==> config.mk <==
export PLATFORM = sky130hd
export DESIGN_NAME = nmos_famux_n
export DESIGN_NICKNAME = d
export VERILOG_FILES = /design/src/rtl/nmos_pkg.sv /design/src/rtl/nmos_prio_enc.sv /design/src/rtl/nmos_famux_n.sv
export SDC_FILE = /design/constraint.sdc
export NUM_CORES = 1
export LEC_CHECK = 0
export CORE_ASPECT_RATIO = 1.75
export CORE_UTILIZATION = 44
export DETAILED_ROUTE_END_ITERATION = 8
export PLACE_DENSITY = 0.93
export SLEW_MARGIN = 25
export SYNTH_ARGS = -nofsm -noshare
export SYNTH_HDL_FRONTEND = slang
export SYNTH_HIERARCHICAL = 1
export SYNTH_SLANG_ARGS = --single-unit
==> constraint.sdc <==
create_clock -name main_clk -period 2.22 [get_ports main_clk]
set_input_delay 0.666 -clock main_clk [delete_from_list [all_inputs] [get_ports main_clk]]
set_output_delay 0.666 -clock main_clk [all_outputs]
set_load 0.02 [all_outputs]
==> src/rtl/nmos_pkg.sv <==
`default_nettype none
// +----------------------------------------------------------------------+
// | nmos_pkg : shared modes and helpers for NMOS wide cells     rev 1.0  |
// +----------------------------------------------------------------------+
package nmos_pkg;

   typedef enum logic {
      PRIO   = 1'b0,
      STRICT = 1'b1
   } famux_mode_e;

   // True when two or more bits are set; clearing the lowest set bit must leave something.
   function automatic logic onehot_multi(input logic [15:0] v);
      return |(v & (v - 16'd1));
   endfunction

endpackage
`default_nettype wire

==> src/rtl/nmos_prio_enc.sv <==
`default_nettype none
// +----------------------------------------------------------------------+
// | nmos_prio_enc : N-input highest-index priority encoder      rev 1.0  |
// +----------------------------------------------------------------------+
module nmos_prio_enc
   import nmos_pkg::*;
#(
   parameter int N     = 3,
   parameter int IDX_W = (N > 1) ? $clog2(N) : 1
) (
   input  logic [N-1:0]     req_i,
   output logic [IDX_W-1:0] idx_o,
   output logic             any_o,
   output logic             multi_o
);

   logic [15:0] w_req16;

   always_comb begin
      w_req16 = 16'(req_i);
      any_o   = |req_i;
      multi_o = onehot_multi(w_req16);
      idx_o   = '0;
      // Ascending scan, so the last match (highest index) wins.
      for (int k = 0; k < N; k++) begin
         if (req_i[k]) begin
            idx_o = k[IDX_W-1:0];
         end
      end
   end

endmodule
`default_nettype wire

==> src/rtl/nmos_famux_n.sv <==
`default_nettype none
// +----------------------------------------------------------------------+
// | nmos_famux_n : registered N-way force-mux with hold-age     rev 1.0  |
// +----------------------------------------------------------------------+
module nmos_famux_n
   import nmos_pkg::*;
#(
   parameter int             W       = 8,
   parameter int             N       = 3,
   parameter logic [W-1:0]   RST_VAL = '0,
   parameter int             AGE_W   = 8,
   parameter int             STRICT  = 0
) (
   input  logic               main_clk,
   input  logic               main_rst,
   input  logic [N*W-1:0]     d,
   input  logic [N-1:0]       sel,
   input  logic [W-1:0]       ff,
   output logic [W-1:0]       q,
   output logic               q_vld,
   output logic               q_chg,
   output logic               conflict,
   output logic [AGE_W-1:0]   age
);

   localparam int               c_IDX_W   = $clog2(N);
   localparam famux_mode_e      c_MODE    = (STRICT != 0) ? nmos_pkg::STRICT : nmos_pkg::PRIO;
   localparam logic [AGE_W-1:0] c_AGE_MAX = {AGE_W{1'b1}};

   logic [c_IDX_W-1:0] w_idx;
   logic               w_any;
   logic               w_multi;
   logic               w_load;
   logic [W-1:0]       w_val;

   logic [W-1:0]       q_d, q_q;
   logic               vld_d, vld_q;
   logic               chg_d, chg_q;
   logic               conf_d, conf_q;
   logic [AGE_W-1:0]   age_d, age_q;

   nmos_prio_enc #(
      .N     (N),
      .IDX_W (c_IDX_W)
   ) u_enc (
      .req_i   (sel),
      .idx_o   (w_idx),
      .any_o   (w_any),
      .multi_o (w_multi)
   );

   always_comb begin
      // In strict mode a multi-select cycle behaves exactly like an idle one.
      w_load = w_any && !(w_multi && (c_MODE == nmos_pkg::STRICT));
      w_val  = d[w_idx*W +: W] | ff;

      q_d    = w_load ? w_val : q_q;
      vld_d  = vld_q | w_load;
      chg_d  = w_load && (w_val != q_q);
      conf_d = w_multi;
      if (w_load) begin
         age_d = '0;
      end else if (age_q == c_AGE_MAX) begin
         age_d = age_q;
      end else begin
         age_d = age_q + 1'b1;
      end
   end

   always_ff @(posedge main_clk or posedge main_rst) begin
      if (main_rst) begin
         q_q    <= RST_VAL;
         vld_q  <= 1'b0;
         chg_q  <= 1'b0;
         conf_q <= 1'b0;
         age_q  <= '0;
      end else begin
         q_q    <= q_d;
         vld_q  <= vld_d;
         chg_q  <= chg_d;
         conf_q <= conf_d;
         age_q  <= age_d;
      end
   end

   assign q        = q_q;
   assign q_vld    = vld_q;
   assign q_chg    = chg_q;
   assign conflict = conf_q;
   assign age      = age_q;

endmodule
`default_nettype wire

==> metrics.csv <==
metric;value;unit
Worst R2R End;age[3];
top cell family by delay on the critical path;compound AO/OA/AOI/OAI gates;
Avg WL per Cell;15.0;um
max cap viols;0;
placer's final routability congestion estimate;0.785;
async set-reset flop share out of synthesis;100;%
CP endpoint kind;flip-flop;
Synth cell types;36;
commonest non-fill, non-tap cell in the layout;clkdlybuf4s50_1;
Synth Warn #;6;
die width;41.1;um
Post-Route Utilization;77.2;%
reg2reg start;age[0];
Residual DRC;0;
H-tree depth;1;
leakage;0.823;nW
Post-DP HPWL;2630;um
top cells by area, synth;dfrtp_1, mux2i_1, nor2_1, xor2_1, o21ai_0;
slowest CP cell;clkdlybuf4s50_1;
# port buffers;55;
status;finished clean;
Buf/Inv on CP;1;
RSZ-0062 raised after global routing;false;
CTS tree;yes;
global-route wire length before repair;4940;um
WP data arrival;2180;ps
# nets final;234;
initial drt markers;26;
Mean Syn Cell Area;9.36;sq um
Worst-path clk slew;70;ps
num rows;24;
Final Hold Viols;0;
WL final;3330;um
# diodes;0;
num ports;56;
Fmax achieved;0.485;GHz
vias per cell;5.44;
maximum VDD drop;0.485;mV
worst reg2reg path depth;6;
DP Area;0.00183;sq mm
Slew @ Worst Pin;722;ps
Synth Cell Area;0.00118;sq mm
post-layout min period;2060;ps
grt ovf;0;
TritonCTS Buffers;3;
slew margin rel.;51.8;%
root buffer cell;clkbuf_8;
Worst path max stage delay;410;ps
Yosys reg bits;19;
Worst-Skew Late Latency;250;ps
EDFF count, synth;0;
# fillers;179;
Top FF cell, synth;dfrtp_1;
Total GRT Usage;24.3;%
Syn Nets;164;
Max FO, Critical Path;2;
end of the critical path;q_chg;
Worst Hold Class;reg2reg;
Die ar.;0.00290;sq mm
CP dominant cell by count;mux2i_1;
worst setup path start;d[17];
Sum Neg Setup Slack;0;ps
final instance area;0.00195;sq mm
layout cell share with drive strength beyond 1;14.9;%
clock sink total;19;
Core Region;0.00252;sq mm
critical path, cell by cell;clkdlybuf4s50_1, mux2i_1, mux2i_1, or3_1, a2111oi_4, a41oi_2;
initial antenna violation count;0;
register area share after synthesis;40.3;%
DR vias;1203;
Die H;70.5;um
power per standard cell area;456;mW/mm^2
leading cell types in the layout, fill and taps excluded;clkdlybuf4s50_1, dfrtp_1, nor2_1, buf_4, mux2i_1;
CP startpoint kind;input port;
Clock Skew;2.13;ps
Detail Route Antenna Nets;0;
Final Max Tran Viols;0;
Hold-fix buffers, CTS;0;
WS Path Type;in2reg;
Gate Count Post-Synth;126;
Final period util;92.9;%
P&R area growth vs syn;65.0;%
Clock Path Buffers;2;
total power;0.887;mW
drt pass-1 iters;4;
worst path required time;2340;ps
Starting Density;46.8;%
largest area contributor in the netlist;dfrtp_1;
# setup viols final;0;
largest net degree at the start of global routing;20;
vias in the first global route;1196;
hold_ws;461;ps
Crit path depth;6;
area fraction of the dominant cell type after synthesis;40.3;%
R2R Setup Slk;380;ps
-- worst min-delay path by stage --
stage | from | to | slack (ps) | cells past startpoint
after floorplan | q_vld | q_vld | 590 | 1
after global placement | q_vld | q_vld | 460 | 1
after detailed placement | q_vld | q_vld | 450 | 1
after CTS | q_vld | q_vld | 470 | 1
after global routing | q_vld | q_vld | 470 | 1
final | q_vld | q_vld | 460 | 1
-- where the power goes --
group	internal [mW]	switching, mW
clock network	0.125	0.113
registers	0.363	0.0171
logic	0.156	0.114
total	0.644	0.244
-- flip-flops by register name, indices dropped and copies added, names as in the netlist --
register	cells
conflict	1
q	8
q_vld	1
age	8
q_chg	1
-- layer usage --
layer	track usage [%]	up-vias	part of all wire, %
met3	3.49	9	3.7
met4	9.32	0	2.1
met2	45.3	32	59
met1	23.5	579	35
li1	-	583	-
met5	0	-	0
-- kinds of logic (layout without fill, tap and decap cells) --
family	Yosys count	after routing	share of synthesized area, %
xor+xnor	8	8	5.94
compound gates	25	25	13.5
simple gates	44	44	19.8
mux	15	15	12.9
fa+ha+maj	2	2	1.91
buf+inv	13	82	5.62
flops	19	19	40.3
-- synth_stat cells (2+ instances only) --
cell type,instances
dfrtp_1,19
nor2_1,16
mux2i_1,13
o21ai_0,8
a21oi_1,7
inv_1,6
xor2_1,6
nand2_1,4
nand2b_1,4
nor2b_1,4
or3_1,4
nand3b_1,3
buf_2,2
buf_4,2
clkbuf_1,2
mux2_2,2
nand3_1,2
nand4_1,2
o211ai_1,2
xnor2_1,2
-- cell type report --
class                   count  area [sq um]  area share (%)
repair buffers             72           696            35.7
multi-input cells          94           674            34.6
flip-flops and latches     19           475            24.4
clock buffers               3          41.3            2.12
well taps                  26          32.5            1.67
inverters                   6          22.5            1.16
clock inverters             1          5.00           0.257
-- stage by stage --
stage | setup slack, ps | cells
6_report | 159 | 221
3_5_place_dp | -504 | 215
2_1_floorplan | 145 | 126
5_1_grt | 58.4 | 221
3_3_place_gp | -417 | 215
4_1_cts | 2.02 | 219
-- timing repair --
action                     4_1_cts  5_1_grt
resized for setup                7        5
hold endpoints to repair         0        0
setup buffers                    0        2
pin swaps                        1        3
setup endpoints to repair        1        1
Note: power is estimated with default switching activity, not from simulation.
